===== config.mk =====
export PLATFORM = sky130hd
export DESIGN_NAME = status_reader
export DESIGN_NICKNAME = d
export VERILOG_FILES = /design/src/rtl/status_reader.sv
export SDC_FILE = /design/constraint.sdc
export NUM_CORES = 1
export LEC_CHECK = 0
export ABC_AREA = 1
export CELL_PAD_IN_SITES_DETAIL_PLACEMENT = 0
export CELL_PAD_IN_SITES_GLOBAL_PLACEMENT = 2
export CORE_MARGIN = 2
export CORE_UTILIZATION = 21
export DETAILED_ROUTE_END_ITERATION = 12
export PLACE_DENSITY_LB_ADDON = 0.1
export SLEW_MARGIN = 20
export SYNTH_ARGS = -nofsm -noshare
export SYNTH_HDL_FRONTEND = slang
export SYNTH_SLANG_ARGS = --single-unit
export TNS_END_PERCENT = 1

===== constraint.sdc =====
create_clock -name clk -period 3.4 [get_ports clk]
set_input_delay 0.68 -clock clk [delete_from_list [all_inputs] [get_ports clk]]
set_output_delay 0.68 -clock clk [all_outputs]
set_load 0.02 [all_outputs]

===== src/rtl/status_reader.sv =====
// Bus-side reader and interrupt generator for the sticky status register.
// Snapshots status on request, optionally pulses clear, then blanks for the clear sequence.
module status_reader #(
  parameter int unsigned          STATUS_W    = 13,
  parameter logic [STATUS_W-1:0]  STICKY_MASK = 13'h126D,
  parameter int unsigned          BLACKOUT    = 4
) (
  input  logic                clk,
  input  logic                rst,
  input  logic [STATUS_W-1:0] status_in,
  input  logic [STATUS_W-1:0] irq_en,
  input  logic                rd_req,
  input  logic                rd_clr,
  output logic                rd_ready,
  output logic                rd_valid,
  output logic [STATUS_W-1:0] rd_data,
  output logic                clear_out,
  output logic                irq
);

  localparam int unsigned CNT_W = $clog2(BLACKOUT) + 1;
  localparam logic [CNT_W-1:0] CNT_LOAD = CNT_W'(BLACKOUT - 1);

  typedef enum logic [1:0] {
    IDLE    = 2'd0,
    CAPTURE = 2'd1,
    HOLD    = 2'd2
  } state_t;

  state_t           state;
  logic [CNT_W-1:0] cnt;
  logic             clr_lat;

  assign rd_ready = (state == IDLE);

  always_ff @(posedge clk) begin
    if (rst) begin
      state     <= IDLE;
      rd_data   <= '0;
      rd_valid  <= 1'b0;
      clear_out <= 1'b0;
      irq       <= 1'b0;
      cnt       <= '0;
      clr_lat   <= 1'b0;
    end else begin
      rd_valid  <= 1'b0;
      clear_out <= 1'b0;
      irq       <= 1'b0;
      case (state)
        IDLE: begin
          if (rd_req) begin
            rd_data  <= status_in;
            clr_lat  <= rd_clr;
            // Registered outputs are set on the capture edge so they are visible during CAPTURE.
            rd_valid  <= 1'b1;
            clear_out <= rd_clr;
            state     <= CAPTURE;
          end else begin
            irq <= |(status_in & STICKY_MASK & irq_en);
          end
        end
        CAPTURE: begin
          if (clr_lat) begin
            cnt   <= CNT_LOAD;
            state <= HOLD;
          end else begin
            state <= IDLE;
          end
        end
        HOLD: begin
          if (cnt == '0) begin
            state <= IDLE;
          end else begin
            cnt <= cnt - 1'b1;
          end
        end
        default: state <= IDLE;
      endcase
    end
  end

endmodule


==> results.json, run 1 <==
{
  "met3_usage_pct": 4.22,
  "post_cts_resize_count": 0,
  "fmax_ghz": 0.480,
  "cts_tree": "done",
  "critical_path_required_ps": 2720,
  "overflow": 0,
  "endpoint_kind": "primary output",
  "synth_cells": 113,
  "critical_path_arrival_ps": 1400,
  "finalClockSkew_ps": 3.04,
  "final_area_um2": 1370,
  "hold_buffers": 0,
  "slew_headroom_pct": 68.4,
  "layout-drive-gt1-share_pct": 10.5,
  "postSynthAreaPerCell_um2": 7.96,
  "ir_drop_mv": 0.226,
  "rows": 23,
  "synth_ff_type": "dfxtp_1",
  "min_from": "clr_lat",
  "drt_iter0_markers": 18,
  "synthDistinctLibCells": 17,
  "timing_max_transition_violations_final": 0,
  "setup_viol": 0,
  "max_slew.worst_pin.slew_ps": 474,
  "synth_warnings": 0,
  "yosysMostFrequentCell": "nor2_1",
  "die-height_um": 69.5,
  "min_path_type": "reg -> reg",
  "antennaDiodeCount": 0,
  "dpl_cell_area_um2": 1330,
  "ys_async_sr_fraction_pct": 0,
  "drc": 0,
  "wl_mm": 2.24,
  "core_area_um2": 4060,
  "crit_type": "reg -> out",
  "synth_top_area_cell": "dfxtp_1",
  "gp_congestion": 0.736,
  "grt_pass1_vias": 829,
  "grt_pass1_wl_mm": 3.90,
  "nets": 187,
  "syn_area_um2": 900,
  "root_buffer": "clkbuf_8",
  "die_w_um": 69.5,
  "start_kind": "register",
  "antenna_found_initial": 0,
  "dp_hpwl_mm": 1.66,
  "io_buffers": 40,
  "grt_util_met2_pct": 17.4,
  "ios": 47,
  "cp_max_fo": 4,
  "cts_setup_buffers": 0,
  "rr_endpoint": "cnt[1]",
  "period_share_pct": 61.2,
  "cts_max_level": 1,
  "finalSetupTns_ps": 0,
  "grt_setup_unrepaired": "no",
  "drt_first_pass_iters": 4,
  "top_usage_layer": "met2",
  "grt_max_degree": 18,
  "fp.dieArea_um2": 4820,
  "place_ws_ps": 1420,
  "r2r-start": "cnt[0]",
  "setup_ws_ps": 1320,
  "clockBufferDepth": 2,
  "clkLatencyLatePin_ps": 260,
  "seq_area_frac_synth_pct": 49.0,
  "timing.hold.ws_ps": 480,
  "reg2reg_depth": 7,
  "use_met1_pct": 11.6,
  "power.leakage_nw": 0.557,
  "ant_nets": 0,
  "powerDensity_nw_per_um2": 414,
  "track_usage_pct": 10.1,
  "ff2ff_setup_slack_ps": 2040,
  "start_util_pct": 22.2,
  "period_minus_slack_ps": 2080,
  "path_clk_slew_ps": 70,
  "vias": 822,
  "status": "completed",
  "synth_top_area_share_pct": 49.0,
  "hold_viol_final": 0,
  "max-cap-violations": 0,
  "synth_commonest_cells": "25 x nor2_1, 22 x dfxtp_1, 14 x nand2_1",
  "synth_area_leaders": "dfxtp_1 49%, nor2_1 10%, nor2_2 7.0%, o21ai_0 6.7%, nand2_1 5.8%",
  "fillers": 442,
  "ys_ff_latch": 22,
  "wl_per_cell_um": 11.0,
  "synth_edf_count": 0,
  "syn-num-nets": 145,
  "cts_buffers": 3,
  "min_path_cells": 2,
  "area.growth.synth_to_final_pct": 52.0,
  "routed_via_density": 4.05,
  "hold-path-endpoint": "clr_lat",
  "cts_sinks": 22
}
[cell type report]
cell class                      instances  area (um^2)  area share [%]
Tap cell                               50         62.6            4.57
Timing Repair Buffer                   40          400            29.3
Sequential cell                        22          440            32.2
Multi-Input combinational cell         76          373            27.3
Inverter                               12         50.0            3.66
Clock buffer                            3         41.3            3.02
[worst max path at each step]
stage	from	to	cells after the start
floorplan	state[1]	rd_ready	1
global placement	rst	rd_data[5]	4
finish	state[1]	rd_ready	2
global route	state[1]	rd_ready	2
detailed placement	rst	rd_data[12]	4
CTS	state[1]	rd_ready	2
[through the flow]
| stage | std cells | power (mW) | util, % |
|---|---|---|---|
| after detailed placement | 200 | 0.417 | 32.7 |
| after floorplan | 113 | 0.354 | - |
| final | 203 | 0.566 | 33.7 |
| after global routing | 203 | 0.605 | 33.7 |
| after CTS | 203 | 0.580 | 33.7 |
| after global placement | 200 | 0.417 | 32.7 |
[worst max-delay path, stage by stage (launching register included)]
cell and delay [ps]:
dfxtp_1 360, nor2_4 160, clkdlybuf4s50_1 620
[power breakdown]
| part | internal [mW] | leakage (nW) | total, mW | switching, mW |
|---|---|---|---|---|
| Sequential | 0.275 | 0.181 | 0.284 | 0.00984 |
| Combinational | 0.0646 | 0.354 | 0.125 | 0.0603 |
| Clock | 0.0789 | 0.0216 | 0.156 | 0.0775 |
[registers in the layout (all words and copies together), names as in the netlist]
signal and flops:
clr_lat 1, clear_out 1, rd_data 13, irq 1, cnt 3, rd_valid 1, state 2
[routing by layer]
metal	wire length, um	vias up
met5	0	-
met4	22	0
li1	-	432
met3	135	2
met1	978	368
met2	1100	20
[logic make-up (layout without fill, tap and decap cells)]
group,after synthesis,after routing,share of synthesized area (%)
AOI/OAI and AO/OA,18,18,10.0
adders and majority gates,2,2,2.78
buffers and inverters,15,55,9.60
DFF,22,22,49.0
and+or+nand+nor,56,56,28.7
[layout by cell type, fill, tap and decap left out, drive strengths merged]
| cell | n |
|---|---|
| nand2 | 15 |
| inv | 12 |
| clkdlybuf4s50 | 40 |
| dfxtp | 22 |
| nand3 | 4 |
| nand4 | 1 |
| ha | 2 |
| nor2 | 36 |
| clkbuf | 3 |
| o21ai | 15 |
| a21oi | 3 |
Note: power is estimated with default switching activity, not from simulation.
==> run 2, diff against run 1 <==
--- a/config.mk
+++ b/config.mk
@@ -9,7 +9,7 @@
 export CELL_PAD_IN_SITES_DETAIL_PLACEMENT = 0
 export CELL_PAD_IN_SITES_GLOBAL_PLACEMENT = 2
 export CORE_MARGIN = 2
-export CORE_UTILIZATION = 21
+export CORE_UTILIZATION = 18
 export DETAILED_ROUTE_END_ITERATION = 12
 export PLACE_DENSITY_LB_ADDON = 0.1
 export SLEW_MARGIN = 20
==> constraint.sdc (replaced) <==
create_clock -name clk -period 1.68 [get_ports clk]
set_input_delay 0.336 -clock clk [delete_from_list [all_inputs] [get_ports clk]]
set_output_delay 0.336 -clock clk [all_outputs]
set_load 0.02 [all_outputs]
==> run 2 against run 1 <==
Against the previous run:
- count of clock-buffer cells in the layout stayed put
- sequential share of layout area is 1.7 points lower
- register-to-register slack got worse by 1700 ps
- clock power increased to 3.2 times the previous value
- global-route usage is 0.81 points lower
- critical path type unchanged
- critical endpoint is now rd_data[0]
- largest power group unchanged
==> results.json, run 2 (synthesis gave the netlist of run 1 again) <==
{
  "final_common_cell": "clkdlybuf4s50_1",
  "cp_num_cells": 1,
  "start_util_pct": 18.8,
  "core_area_um2": 4790,
  "dp_hpwl_mm": 1.73,
  "regMostFlops": "rd_data",
  "cp_max_fo": 2,
  "clkPwrFrac_pct": 37.5,
  "cts_tree": "done",
  "critical_path_required_ps": 1340,
  "crit_start": "rd_data[0]",
  "max-cap-violations": 0,
  "final_cell_mix": "39 x clkdlybuf4s50_1, 25 x nor2_1, 22 x dfxtp_1, 14 x nand2_1, 12 x o21ai_0",
  "slew_headroom_pct": 84.2,
  "reg.largest.list": "rd_data: 13 flops, cnt: 3 flops, state: 2 flops",
  "clockBufferDepth": 2,
  "critPathTopFamily": "buffers and inverters",
  "finalSetupTns_ps": 0,
  "crit_path_end": "rd_data[0]",
  "fmax_ghz": 0.636,
  "power.leakage_nw": 0.585,
  "critical_path_arrival_ps": 1240,
  "track_usage_pct": 9.32,
  "root_buffer": "clkbuf_8",
  "crit_type": "reg -> out",
  "layout-drive-gt1-share_pct": 12.2,
  "grt_pass1_wl_mm": 3.91,
  "period_minus_slack_ps": 1570,
  "drc": 0,
  "critPathSlowestCell": "clkdlybuf4s50_1",
  "die_w_um": 74.7,
  "max_slew.worst_pin.slew_ps": 236,
  "hold_buffers": 0,
  "p_seq_share_pct": 43.0,
  "cts_buffers": 3,
  "wl_per_cell_um": 10.5,
  "r2r-start": "cnt[0]",
  "overflow": 0,
  "internal_power_mw": 1.01,
  "ff2ff_setup_slack_ps": 360,
  "largest_reg_flops": 13,
  "timing.hold.ws_ps": 482,
  "endpoint_kind": "primary output",
  "rows": 25,
  "die-height_um": 74.7,
  "min_path_type": "reg -> reg",
  "finalClockSkew_ps": 7.50,
  "path_clk_slew_ps": 90,
  "rr_endpoint": "cnt[0]",
  "place_ws_ps": 196,
  "grt_pass1_vias": 837,
  "area.growth.synth_to_final_pct": 60.6,
  "hold_viol_final": 0,
  "antenna_found_initial": 0,
  "clkLatencyLatePin_ps": 270,
  "switchingPower_uw": 326,
  "status": "completed",
  "grt_setup_unrepaired": "no",
  "ant_nets": 0,
  "nets": 189,
  "seqCellArea_um2": 440,
  "io_buffers": 40,
  "drt_first_pass_iters": 3,
  "period_share_pct": 93.6,
  "grt_max_degree": 18,
  "drt_iter0_markers": 11,
  "cts_max_level": 1,
  "fillers": 526,
  "ir_drop_mv": 0.273,
  "worstPathCellList": "clkdlybuf4s50_1",
  "setup_ws_ps": 108,
  "fp.dieArea_um2": 5580,
  "crit_buf_inv": 1,
  "reg2reg_depth": 7,
  "wl_mm": 2.35,
  "max_stage_delay_ps": 620,
  "gp_congestion": 0.661,
  "multi_input_area_um2": 373,
  "routed_via_density": 3.83,
  "timing_max_transition_violations_final": 0,
  "setup_viol": 0,
  "final_core_utilization_pct": 30.2,
  "start_kind": "register",
  "cts_sinks": 22,
  "swShare_pct": 24.4,
  "p_comb_share_pct": 19.5,
  "vias": 855,
  "ios": 47,
  "powerDensity_nw_per_um2": 925,
  "antennaDiodeCount": 0
}
==> run 2: cell types whose count changed in the layout (fill, tap and decap cells not counted), sizes merged <==
| cell | previous run | this run |
|---|---|---|
| buf | 0 | 2 |
| bufinv | 0 | 1 |
| clkdlybuf4s50 | 40 | 39 |
| dlygate4sd2 | 0 | 1 |
==> run 2: timing repair <==
action | CTS | global route
setup endpoints to repair | 1 | 0
buffers inserted | 0 | 0
resized for setup | 1 | 0
==> run 2: power groups by stage <==
stage	Clock, mW	Combinational (mW)	Sequential [mW]
after CTS	0.524	0.267	0.576
after global placement	0	0.266	0.587
final	0.501	0.260	0.575
after global routing	0.552	0.288	0.580
after detailed placement	0	0.267	0.588
after floorplan	0	0.0934	0.624
==> run 2: through the flow <==
step | total power, mW | std cells | instance area (um^2)
after floorplan | 0.717 | 113 | 900
after global placement | 0.853 | 219 | 1380
final | 1.34 | 223 | 1450
after CTS | 1.37 | 223 | 1450
after global routing | 1.42 | 223 | 1450
after detailed placement | 0.855 | 219 | 1380
==> run 2: layout make-up <==
| type | instances | share of cell area (%) |
|---|---|---|
| Timing Repair Buffer | 42 | 29.5 |
| Multi-Input combinational cell | 76 | 25.8 |
| Inverter | 12 | 3.46 |
| Clock buffer | 3 | 2.86 |
| Clock inverter | 1 | 2.08 |
| Tap cell | 67 | 5.80 |
| Sequential cell | 22 | 30.5 |
==> run 2: routing by layer <==
| layer | global-route usage [%] | routed length [um] | vias to the layer above |
|---|---|---|---|
| li1 | - | - | 441 |
| met1 | 10.8 | 1020 | 385 |
| met2 | 16.4 | 1130 | 25 |
| met3 | 2.54 | 162 | 4 |
| met4 | 3.57 | 34 | 0 |
| met5 | 0 | 0 | - |
==> run 2: how the worst min path moves through the flow <==
stage                  from  endpoint  slack (ps)  cells past startpoint
floorplan               rst    cnt[2]         410                      1
global placement     cnt[1]    cnt[1]         460                      2
detailed placement  clr_lat   clr_lat         470                      2
CTS                 clr_lat   clr_lat         490                      2
global route        clr_lat   clr_lat         510                      2
finish              clr_lat   clr_lat         480                      2
==> run 3, diff against run 2 <==
--- a/config.mk
+++ b/config.mk
@@ -10,6 +10,7 @@
 export CELL_PAD_IN_SITES_GLOBAL_PLACEMENT = 2
 export CORE_MARGIN = 2
 export CORE_UTILIZATION = 18
+export CTS_CLUSTER_DIAMETER = 80
 export DETAILED_ROUTE_END_ITERATION = 12
 export PLACE_DENSITY_LB_ADDON = 0.1
 export SLEW_MARGIN = 20
==> results of run 3 <==
Same layout as run 2: the final DEF is identical, and so are final timing and power.
